$ cat config.mk
export PLATFORM = sky130hd
export DESIGN_NAME = vga_timing_gen
export DESIGN_NICKNAME = d
export VERILOG_FILES = /design/src/rtl/vga_timing_gen.sv
export SDC_FILE = /design/constraint.sdc
export NUM_CORES = 1
export LEC_CHECK = 0
export CORE_ASPECT_RATIO = 1.2
export CORE_MARGIN = 1.5
export CORE_UTILIZATION = 32
export CTS_CLUSTER_DIAMETER = 60
export DETAILED_ROUTE_END_ITERATION = 12
export PLACE_DENSITY = 0.62
export SYNTH_ARGS = -nofsm -noshare
export SYNTH_HDL_FRONTEND = slang
export SYNTH_SLANG_ARGS = --single-unit
$ cat constraint.sdc
create_clock -name clk -period 1.7 [get_ports clk]
set_input_delay 0.34 -clock clk [delete_from_list [all_inputs] [get_ports clk]]
set_output_delay 0.34 -clock clk [all_outputs]
set_load 0.1 [all_outputs]
$ cat src/rtl/vga_timing_gen.sv
// 640x480@60 VGA raster timing from the board clock, with delayed
// sync/bright outputs plus a per-frame tick and frame counter.
module vga_timing_gen #(
  parameter int CLK_DIV  = 4,
  parameter int H_TOTAL  = 800,
  parameter int V_TOTAL  = 525,
  parameter int H_SYNC   = 96,
  parameter int V_SYNC   = 2,
  parameter int H_VIS_LO = 144,
  parameter int H_VIS_HI = 783,
  parameter int V_VIS_LO = 35,
  parameter int V_VIS_HI = 514,
  parameter int SYNC_DLY = 1
) (
  input  logic       clk,
  input  logic       reset,
  output logic       pix_en,
  output logic [9:0] hCount,
  output logic [9:0] vCount,
  output logic       bright,
  output logic       hSync,
  output logic       vSync,
  output logic       frame_tick,
  output logic [7:0] frame_count
);

  localparam int DW = (CLK_DIV > 1) ? $clog2(CLK_DIV) : 1;

  localparam logic [DW-1:0] DIV_END = DW'(CLK_DIV - 1);
  localparam logic [9:0] H_END = 10'(H_TOTAL - 1);
  localparam logic [9:0] V_END = 10'(V_TOTAL - 1);
  localparam logic [9:0] HS    = 10'(H_SYNC);
  localparam logic [9:0] VS    = 10'(V_SYNC);
  localparam logic [9:0] HV_LO = 10'(H_VIS_LO);
  localparam logic [9:0] HV_HI = 10'(H_VIS_HI);
  localparam logic [9:0] VV_LO = 10'(V_VIS_LO);
  localparam logic [9:0] VV_HI = 10'(V_VIS_HI);

  logic [DW-1:0] div;
  logic          tick;
  logic          h_end;
  logic          v_end;
  logic          hs_raw;
  logic          vs_raw;
  logic          br_raw;

  assign tick  = (div == DIV_END);
  assign h_end = (hCount == H_END);
  assign v_end = (vCount == V_END);

  // Counters and strobes all move on the same edge that ends a pixel.
  always_ff @(posedge clk or posedge reset) begin
    if (reset) begin
      div         <= '0;
      pix_en      <= 1'b0;
      hCount      <= '0;
      vCount      <= '0;
      frame_tick  <= 1'b0;
      frame_count <= '0;
    end else begin
      div        <= tick ? '0 : div + 1'b1;
      pix_en     <= tick;
      frame_tick <= tick & h_end & v_end;
      if (tick) begin
        if (h_end) begin
          hCount <= '0;
          if (v_end) begin
            vCount      <= '0;
            frame_count <= frame_count + 8'd1;
          end else begin
            vCount <= vCount + 10'd1;
          end
        end else begin
          hCount <= hCount + 10'd1;
        end
      end
    end
  end

  assign hs_raw = (hCount >= HS);
  assign vs_raw = (vCount >= VS);
  assign br_raw = (hCount >= HV_LO) && (hCount <= HV_HI) &&
                  (vCount >= VV_LO) && (vCount <= VV_HI);

  generate
    if (SYNC_DLY == 0) begin : g_nodly
      assign bright = br_raw;
      assign hSync  = hs_raw;
      assign vSync  = vs_raw;
    end else begin : g_dly
      // Stage i holds the decode of the pixel i+1 ticks back.
      logic [2:0] pipe [SYNC_DLY];

      always_ff @(posedge clk or posedge reset) begin
        if (reset) begin
          for (int i = 0; i < SYNC_DLY; i++) pipe[i] <= 3'b000;
        end else if (tick) begin
          pipe[0] <= {br_raw, hs_raw, vs_raw};
          for (int i = 1; i < SYNC_DLY; i++) pipe[i] <= pipe[i-1];
        end
      end

      assign bright = pipe[SYNC_DLY-1][2];
      assign hSync  = pipe[SYNC_DLY-1][1];
      assign vSync  = pipe[SYNC_DLY-1][0];
    end
  endgenerate

endmodule

==> results_dict.tcl <==
set metrics [dict create \
    synth.distinct_cells 44 \
    synth-simple-area-share_pct 25.89 \
    grt_max_degree 36 \
    p_total_mw 1.479 \
    hold_violations 0 \
    grt-ovfl-total 0 \
    tightest_slew_ns 0.4036 \
    min_period_ns 1.720 \
    power_density_nw_per_um2 478.9 \
    r2r_cells 7 \
    max_stage_delay_ns 0.49 \
    cts_root_buffer "clkbuf_8" \
    dpl.hpwl_um 3236 \
    ant_nets 0 \
    avgViaCountPerCell 5.154 \
    synth-seq-area-share_pct 46.82 \
    dp.cells 296 \
    holdCritPathClass "in2async" \
    p_switching_mw 0.3133 \
    final_area_um2 3088 \
    firstDrtPassIters 5 \
    ys_ff_latch 35 \
    crit_fanout 3 \
    synthFlopType "dfrtp_1" \
    syn_to_final_growth_pct 65.08 \
    clk_latency_ns 0.29 \
    sequentialPowerShare_pct 56.3 \
    routabilityCongestion 0.8242 \
    num_antenna_cells 0 \
    num_rows 30 \
    intPower_mw 1.166 \
    final_util_pct 54.84 \
    grt_pass1_wl_um 7935 \
    critical-path-top-delay-family "simple AND/OR/NAND/NOR gates" \
    htreeDepth 2 \
    holdWs_ns 0.3999 \
    worst_slack_ns -0.02000 \
    clock.fmax_ghz 0.5814 \
    end_kind "register" \
    fin_setup_tns_ns -0.04927 \
    status "finished, violations left" \
    drc 0 \
    power.static_leakage_nw 1.372 \
    synthXorXnorAreaFrac_pct 7.960 \
    finalWirelength_um 4506 \
    ys_warn_count 0 \
    cap_violations 0 \
    cts_num_sinks 35 \
    fin_cells 311 \
    chipWidth_um 72.80 \
    finClkSkew_ns 0.005082 \
    cts_buffers 5 \
    crit_buf_inv 2 \
    synthMuxAreaShare_pct 1.940 \
    cp.depth 7 \
    cp.arrival_ns 1.89 \
    crit_type "reg2reg" \
    crit_slowest_cell "dfrtp_4" \
    syn_area_um2 1871 \
    slew_headroom_pct 72.40 \
    dieArea_um2 6315 \
    rsz0062_at_grt "yes" \
    setup_viol 5 \
    io_pins 35 \
    die_h_um 86.76 \
    yosys.area_share.adder_pct 4.682 \
    drt-wirelength-per-cell_um 14.49 \
    violations "negative setup slack" \
    synth_compound_area_share_pct 7.692 \
    tritoncts "built" \
    cts_buffer_depth 2 \
    antenna_found_initial 0 \
    synthArstFlopShare_pct 100.0 \
    drtIter0Drc 74 \
    synth.avg_cell_area_um2 10.51 \
    portBuffers 34 \
    fin_crit_sh_pct 101.2 \
    clockPowerShare_pct 42.1 \
    synth_top_family_by_area "simple AND/OR/NAND/NOR gates" \
    startpoint_type "register" \
    synth_fp_nets 187 \
    synthCells 178 \
    comb_power_share_pct 1.6 \
    core_um2 5630 \
    grt_pass1_vias 1684 \
    drv_slew 0 \
    clk_pin_slew_worst_paths_ns 0.07 \
    switching_share_pct 21.19 \
    nNetsFinal 255 \
    grt_usage_pct 16.25 \
    worstPathCellList "inv_4, ha_4, and4bb_2, buf_4, and3_1, nor2_1, mux2_4" \
    crit_required_ns 1.87 \
    start_util_pct 33.22 \
    dp_slack_ns -0.05409 \
    post_dp_cell_area_um2 2858 \
    drive_gt1_share_pct 47.77 \
    vias 1603 \
    peakVddDrop_mv 0.3073 \
    synth_edf_count 0 \
]
-- placed cells by master, fill, tap and decap left out, drive strengths merged, types with 8 or more instances in the layout --
master  count
buf        68
dfrtp      35
inv        11
nand2      11
nand3      15
nand4      10
nor2       12
o21ai       9
xnor2       9
xor2        8
-- final cells by class --
cell class / instances / area (um^2)
fillers: 487 / 2542
multi-input cells: 124 / 1001
repair buffers: 69 / 949.7
flip-flops and latches: 35 / 919.6
clock buffers: 7 / 86.33
well taps: 64 / 80.08
inverters: 11 / 46.29
clock inverters: 1 / 5.005
-- final timing paths --
check	from	end	slack (ns)
worst max-delay path	vCount[0]	vCount[4]	-0.02
worst min-delay path	reset	frame_count[7]	0.40
worst max register to register	vCount[0]	vCount[4]	-0.02
worst min register to register	div[0]	div[0]	0.44
max in group asynchronous	reset	vCount[6]	1.09
min in group clk	div[0]	div[0]	0.44
-- layer usage --
metal	GRT usage, %	vias to the layer above	wire length (um)
met1	19.30	795	1872
li1	-	771	-
met3	4.186	6	175
met4	5.660	0	66
met2	28.19	31	2391
met5	0	-	0
-- sequential cells by signal, summed over array words and instances (netlist names) --
register,count
hCount,10
vCount,10
frame_count,8
g_dly.pipe,3
div,2
frame_tick,1
pix_en,1
-- power by group through the flow --
stage / combinational (mW) / sequential (mW) / clock, mW
floorplan: 0.0122 / 0.849 / 0
global placement: 0.0249 / 0.849 / 0
detailed placement: 0.0254 / 0.849 / 0
CTS: 0.0253 / 0.832 / 0.638
global route: 0.0275 / 0.831 / 0.681
finish: 0.0241 / 0.832 / 0.623
-- cells in the mapped netlist (all sizes together) (5+ instances only) --
cell,n,area [um^2]
dfrtp,35,875.8
nand3,15,92.59
nor2,12,45.04
inv,11,41.29
nand2,11,41.29
nand4,10,68.81
o21ai,9,45.04
xnor2,9,78.83
buf,8,52.54
xor2,8,70.07
ha,7,87.58
and3,6,37.54
nor4,5,58.80
-- tightest hold or removal path, cell delays in order --
cell,delay (ns)
clkdlybuf4s50_1,0.40
inv_1,0.09
buf_12,0.22
-- what timing repair did --
action | 4_1_cts | 5_1_grt
hold buffers | 0 | 0
setup endpoints to repair | 4 | 16
pin swaps | 3 | 8
resized for setup | 9 | 7
buffers inserted | 4 | 3
-- kinds of logic (layout without fill, tap and decap cells) --
kind of cell    after synthesis  in the layout
mux                           3              3
xor+xnor                     17             17
fa+ha+maj                     7              7
buf+inv                      19             88
compound gates               23             23
simple gates                 74             74
flops                        35             35
Power figures use the tool's default switching activity.
